$ cat src/rtl/tx_sample_packer.sv
// tx_sample_packer: sign-magnitude to two's-complement packer with FIFO and fixed-rate output strobe
module tx_sample_packer #(
    parameter int DEPTH    = 4,
    parameter int RATE_DIV = 8
) (
    input  logic                     sys_clk,
    input  logic                     reset,
    input  logic                     tx_enable,
    input  logic                     in_real_sign,
    input  logic [14:0]              in_real_mag,
    input  logic                     in_imag_sign,
    input  logic [14:0]              in_imag_mag,
    input  logic                     in_valid,
    output logic                     in_ready,
    input  logic                     clear_underrun,
    output logic [31:0]              data,
    output logic                     data_ready,
    output logic                     underrun,
    output logic [$clog2(DEPTH):0]   fifo_level
);
    localparam int AW = $clog2(DEPTH);
    localparam int LW = AW + 1;
    localparam int CW = $clog2(RATE_DIV);

    // Negative zero folds to 0, so 16'h8000 can never appear
    function automatic logic [15:0] to_twos(input logic sign, input logic [14:0] mag);
        return (sign && mag != 15'd0) ? ~{1'b0, mag} + 16'd1 : {1'b0, mag};
    endfunction

    logic [31:0]   mem [DEPTH];
    logic [AW-1:0] wr_ptr, rd_ptr;
    logic [CW-1:0] cnt;
    logic          push, strobe, pop, empty;

    assign empty    = fifo_level == LW'(0);
    assign in_ready = fifo_level != LW'(DEPTH);
    assign push     = in_valid && in_ready;
    assign strobe   = tx_enable && cnt == CW'(RATE_DIV - 1);
    assign pop      = strobe && !empty;

    always_ff @(posedge sys_clk)
        if (push)
            mem[wr_ptr] <= {to_twos(in_real_sign, in_real_mag), to_twos(in_imag_sign, in_imag_mag)};

    always_ff @(posedge sys_clk or posedge reset)
        if (reset) begin
            wr_ptr     <= '0;
            rd_ptr     <= '0;
            fifo_level <= '0;
            cnt        <= '0;
            data       <= '0;
            data_ready <= 1'b0;
            underrun   <= 1'b0;
        end else begin
            wr_ptr     <= push ? wr_ptr + AW'(1) : wr_ptr;
            rd_ptr     <= pop ? rd_ptr + AW'(1) : rd_ptr;
            fifo_level <= fifo_level + LW'(push) - LW'(pop);
            cnt        <= (!tx_enable || strobe) ? '0 : cnt + CW'(1);
            data_ready <= strobe;
            if (strobe)
                data <= empty ? 32'h0 : mem[rd_ptr];
            // A new underrun event outranks a simultaneous clear
            if (strobe && empty)
                underrun <= 1'b1;
            else if (clear_underrun)
                underrun <= 1'b0;
        end
endmodule
$ cat config.mk
export PLATFORM = sky130hd
export DESIGN_NAME = tx_sample_packer
export DESIGN_NICKNAME = d
export VERILOG_FILES = /design/src/rtl/tx_sample_packer.sv
export SDC_FILE = /design/constraint.sdc
export NUM_CORES = 1
export LEC_CHECK = 0
export BUFFER_PORTS_ARGS = -buffer_cell sky130_fd_sc_hd__buf_4
export CORE_MARGIN = 2
export CORE_UTILIZATION = 40
export CTS_CLUSTER_SIZE = 14
export DETAILED_ROUTE_END_ITERATION = 10
export HOLD_SLACK_MARGIN = 0.05
export MAX_ROUTING_LAYER = met4
export PLACE_DENSITY_LB_ADDON = 0.1
export SKIP_CTS_REPAIR_TIMING = 1
export SLEW_MARGIN = 10
export SYNTH_ARGS = -nofsm -noshare
export SYNTH_HDL_FRONTEND = slang
export SYNTH_SLANG_ARGS = --single-unit
$ cat constraint.sdc
create_clock -name sys_clk -period 7.7 [get_ports sys_clk]
set_clock_uncertainty 0.15 [all_clocks]
set_input_delay 1.155 -clock sys_clk [delete_from_list [all_inputs] [get_ports sys_clk]]
set_output_delay 1.155 -clock sys_clk [all_outputs]
set_load 0.005 [all_outputs]
== Yosys cells after proc, flatten, opt, wreduce, memory -nomap -nowiden ==
Memory sizes are Yosys's and may differ from the RTL's.
Cells that the tools add are included.

* Shift-type cells: 0
* $add $sub $neg: 7
* $mul: 0
* Reduce and logical (&&, ||, !) cells: 13
* Bitwise logic cells: 2
* Multiplexer cells: 8
* Equality and inequality tests: 2
* Div/mod/pow operators: 0
* $lt $le $gt $ge: 0

{| class="wikitable"
|+ Operator list
! cell !! count
|-
| 16-bit by 1-bit adder with 16-bit output, second input constant || 2
|-
| 16-bit two-way mux || 2
|-
| 32-bit two-way mux || 1
|-
| 15-bit inverter with 16-bit output || 2
|-
| 15-bit nonzero test || 2
|-
| 1-bit logical AND || 6
|-
| 2-bit by 1-bit adder with 2-bit output, second input constant || 2
|-
| 1-bit two-way mux || 4
|-
| 3-bit by 1-bit adder with 3-bit output || 1
|-
| 3-bit by 1-bit adder with 3-bit output, second input constant || 1
|-
| 3-bit equality test, second input constant || 1
|-
| 3-bit logical NOT || 1
|-
| 3-bit two-way mux || 1
|-
| 3-bit != test, second input constant || 1
|-
| 3-bit by 1-bit subtractor with 3-bit output || 1
|-
| 1-bit logical NOT || 2
|-
| 2-bit nonzero test || 1
|-
| 1-bit logical OR || 1
|}

* Bits of input ports: 37
* Memory bits (read-only): 0
* Memories: 1
* RAM bits: 128
* Output and inout bits: 38
* Register bits: 44
* Latch bits: 0
* Word-level logic and storage cells: 40

{| class="wikitable"
|+ Memory list
! memory !! depth !! width !! rd ports !! clocked after memory_dff !! wr ports !! line !! RTL
|-
| mem || 4 || 32 || 1 || 0 || 1 || 30 || <nowiki>logic [31:0] mem [DEPTH];</nowiki>
|}

== Logic depth before layout (Yosys ltp) ==
* Depth after elaboration: 4
* Mapped depth: 12
* Depth with buffers taken out: 11

== Worst setup path before layout ==
Ideal clock, no wire load.

* Path type: input-to-reg
* Start: input port tx_enable
* End: register fifo_level[2]
* Stages: 10
* Required time: 7.426 ns
* Arrival: 3.022 ns
* Setup time: 0.124 ns
* Slack: 4.404 ns
* Path buffers: 1
* Cell sequence: nand2_1 nor2_1 clkbuf_1 ha_1 inv_1 ha_1 inv_1 fa_1 xnor2_1 xnor2_1

* Longest elaborated chain between the ends: 3

{| class="wikitable"
|+ RTL lines
! element !! line !! RTL
|-
| from (decl) || 8 || <nowiki>input logic tx_enable,</nowiki>
|-
| 1-bit logical AND || 38 || <nowiki>assign strobe = tx_enable && cnt == CW'(RATE_DIV - 1);</nowiki>
|-
| 1-bit logical AND || 39 || <nowiki>assign pop = strobe && !empty;</nowiki>
|-
| net pop || 33 || <nowiki>logic push, strobe, pop, empty;</nowiki>
|-
| 3-bit by 1-bit subtractor with 3-bit output || 57 || <nowiki>fifo_level <= fifo_level + LW'(push) - LW'(pop);</nowiki>
|-
| to (signal assigned) || 57 ||
|-
| to (decl) || 19 || <nowiki>output logic [$clog2(DEPTH):0] fifo_level</nowiki>
|}

The timed path passes the listed nets, and every way through them passes these cells.
A chain may end at the register's enable or synchronous reset.

== Worst setup path in the final report ==
* Start: input port in_imag_mag[10]
* End: memory mem[1][1] (data pin)

* Longest elaborated chain between the ends: 3

{| class="wikitable"
|+ RTL lines
! element !! line !! RTL
|-
| from (decl) || 12 || <nowiki>input logic [14:0] in_imag_mag,</nowiki>
|-
| 15-bit nonzero test || 27 || <nowiki>return (sign && mag != 15'd0) ? ~{1'b0, mag} + 16'd1 : {1'b0, mag};</nowiki>
|-
| 1-bit logical AND || 27 ||
|-
| 16-bit two-way mux || 27 ||
|-
| to (decl) || 30 ||
|}

No other way between the ends.

==> results.yml <==
status:
  outcome: "complete, no violations"
route:
  viasPerCell: 5.401
  avgRoutedWirePerCell_um: 19.11
  drt-pass1-iter-count: 6
  drtAntennaViolNets: 0
  drc_errors: 0
  drt-total-wl_um: 13640
  initialDrtViolationCount: 279
  vias: 3856
final_layout:
  areaGrowthSynthToFinish_pct: 20.03
  nNetsFinal: 524
  drive_gt1_share_pct: 31.49
  fillCellCount: 1500
  antenna_cells: 0
logic_synthesis:
  async_reset_ff_share_pct: 25.58
  ys.flop_type: "edfxtp_1"
  syn-num-nets: 440
  avgSynthCellArea_um2: 17.86
  synthTopCellsByCount: "edfxtp_1, dfrtp_1, a22o_1, mux4_2, xnor2_1"
  yosysTopAreaCellShare_pct: 54.89
  synth-seq-cells: 172
  synth_edf_count: 128
  ys_seq_area_share_pct: 70.61
  yosys.cell_types.count: 36
  yosysWarnings: 0
  syn_area_um2: 7003
  yosys.area.top_type: "edfxtp_1"
  synth_most_common_cell: "edfxtp_1"
  ys_top_cells_by_area: "edfxtp_1, dfrtp_1, mux4_2"
  synth_cells: 392
floorplanning:
  row_count: 48
  die_x_um: 136.3
  start_util_pct: 40.77
  die_y_um: 136.3
  fp.dieArea_um2: 18580
  core_area_um2: 17180
  io_pins: 75
timing:
  finalSetupTns_ns: 0
  fmax_ghz: 0.3523
  maxSlewViolCount: 0
  period_minus_slack_ns: 2.839
  setup_viol: 0
  max-slew-margin-rel_pct: 32.84
  rsz0062_at_grt: "false"
  tightestPinTransition_ns: 1.006
  fin_crit_sh_pct: 36.87
  hold_viol_final: 0
worst_setup_path:
  crit_chain: "buf_4 > or4_4 > or4_4 > o21ai_2 > mux2_1"
  cp_common_cell: "or4_4"
  crit_path_end_kind: "flop"
  cp_data_arrival_time_ns: 2.84
  crit_fanout: 5
  crit_type: "in -> reg"
  slowest_delay_ns: 0.56
  required_ns: 7.70
  critPathSlowestCell: "or4_4"
  start_kind: "input port"
cts:
  root_buffer: "clkbuf_16"
  cts_tree: "yes"
  cts_num_sinks: 172
  numCtsBuffers: 17
  insertion_delay_ns: 0.42
  htreeDepth: 4
  clk_pin_slew_worst_paths_ns: 0.06
  cts_buffer_depth: 2
power:
  finalPower_uw: 2444
  irDropWorstVdd_v: 0.0001541
  p_int_uw: 1855
  sw_frac_of_total_pct: 24.11
  powerDensity_nw_per_um2: 290.8
  clock_power_share_pct: 33.2
  p_leak_uw: 0.003136
  pwr-share-comb_pct: 15.5
  switchingPower_uw: 589.3
  seq_power_share_pct: 51.4
min_path:
  hold_class: "reg -> reg"
global_route:
  grt_pass1_wl_um: 21770
  grtUsageTotal_pct: 16.53
  gr-total-overflow: 0
  grt_max_degree: 45
  antenna_found_initial: 0
  grt_pass1_vias: 3994
placement:
  place_congestion: 0.7976
  dpl.hpwl_um: 8346
  numPortBuffers: 74
run:
  max_cap_viol_count: 0
==> worst max-delay path, delay by kind of cell <==
family	cells	cell delay [ns]
AO/OA/AOI/OAI	1	0.16
buffers and inverters	1	0.12
multiplexers	1	0.39
AND/OR/NAND/NOR	2	1.01
==> layout make-up <==
type                    instances  area, um^2  share of cell area (%)
well taps                     225       281.5                   3.349
clock buffers                  27       545.5                   6.490
flip-flops and latches        172        4947                   58.86
multi-input cells             190        1944                   23.13
repair buffers                 81       608.1                   7.234
clock inverters                 5       26.28                  0.3126
inverters                      14       52.55                  0.6252
==> cell usage in the layout, fill, tap and decap left out, types with 2 or more instances in the layout <==
cell,netlist,final
clkbuf_1,13,4
o41ai_1,3,3
clkbuf_16,0,19
edfxtp_1,128,128
or4_1,4,4
nor3_1,5,5
nor3b_1,2,2
nor2_1,8,7
or3_1,2,2
clkinv_2,0,3
mux4_2,32,32
mux2_2,6,6
o31ai_1,8,8
dfrtp_2,0,2
buf_4,0,81
and3_1,5,5
o21ai_0,6,6
a31oi_1,2,2
nor4_1,2,2
inv_1,14,13
and3b_1,2,2
or4_4,2,2
clkbuf_8,0,4
dfrtp_1,44,42
a22o_1,33,33
nand2_1,13,13
nand3_1,3,3
a21oi_1,6,6
nand2b_1,3,3
o211ai_1,2,2
ha_1,10,10
xnor2_1,22,22
xor2_1,2,2
==> logic make-up after synthesis <==
logic type      Yosys count  synth area share [%]
xor+xnor                 24                 3.002
flops                   172                 70.61
buf+inv                  30                 1.662
simple gates             54                 4.377
compound gates           62                 6.861
mux                      39                 11.42
fa+ha+maj                11                 2.073
==> power groups by stage <==
stage	Sequential (uW)	Combinational, uW	Clock (uW)
floorplan	1260	240	0
global placement	1270	389	0
detailed placement	1280	392	0
CTS	1260	392	828
global route	1270	423	866
finish	1260	378	810
==> state kept, by name (all words and copies together) (netlist names) <==
signal and count:
cnt 3, data 32, data_ready 1, fifo_level 3
mem 128, rd_ptr 2, underrun 1, wr_ptr 2
==> through the flow <==
step	instances	cell area (um^2)	hold WS, ns	utilization, %	worst slack, ns
after floorplan	392	7003	0.2656	-	4.404
after global routing	714	8406	0.3195	48.94	4.678
final	714	8406	0.2954	48.94	4.861
after global placement	682	7834	0.2765	45.61	4.468
after detailed placement	682	7834	0.2900	45.61	4.424
after CTS	714	8406	0.2983	48.94	4.867
==> final timing paths <==
check | startpoint | to | slack [ns] | depth (start not counted)
worst max register to register | cnt[0] | fifo_level[2] | 4.91 | 12
worst min-delay path | cnt[0] | cnt[0] | 0.30 | 1
max in group asynchronous | reset | rd_ptr[1] | 5.87 | 2
worst max-delay path | in_imag_mag[10] | mem[1][1] | 4.86 | 5
worst min register to register | cnt[0] | cnt[0] | 0.30 | 1
min in group asynchronous | reset | cnt[0] | 0.84 | 2
==> metal layers <==
| layer | up-vias | GRT usage [%] | wire (um) |
|---|---|---|---|
| met1 | 2000 | 20.62 | 6040 |
| met3 | 19 | 4.139 | 651 |
| met5 | - | - | 0 |
| met4 | 0 | 6.481 | 218 |
| met2 | 96 | 26.10 | 6732 |
| li1 | 1741 | - | - |
No activity file was read; power rests on OpenSTA's default activity.
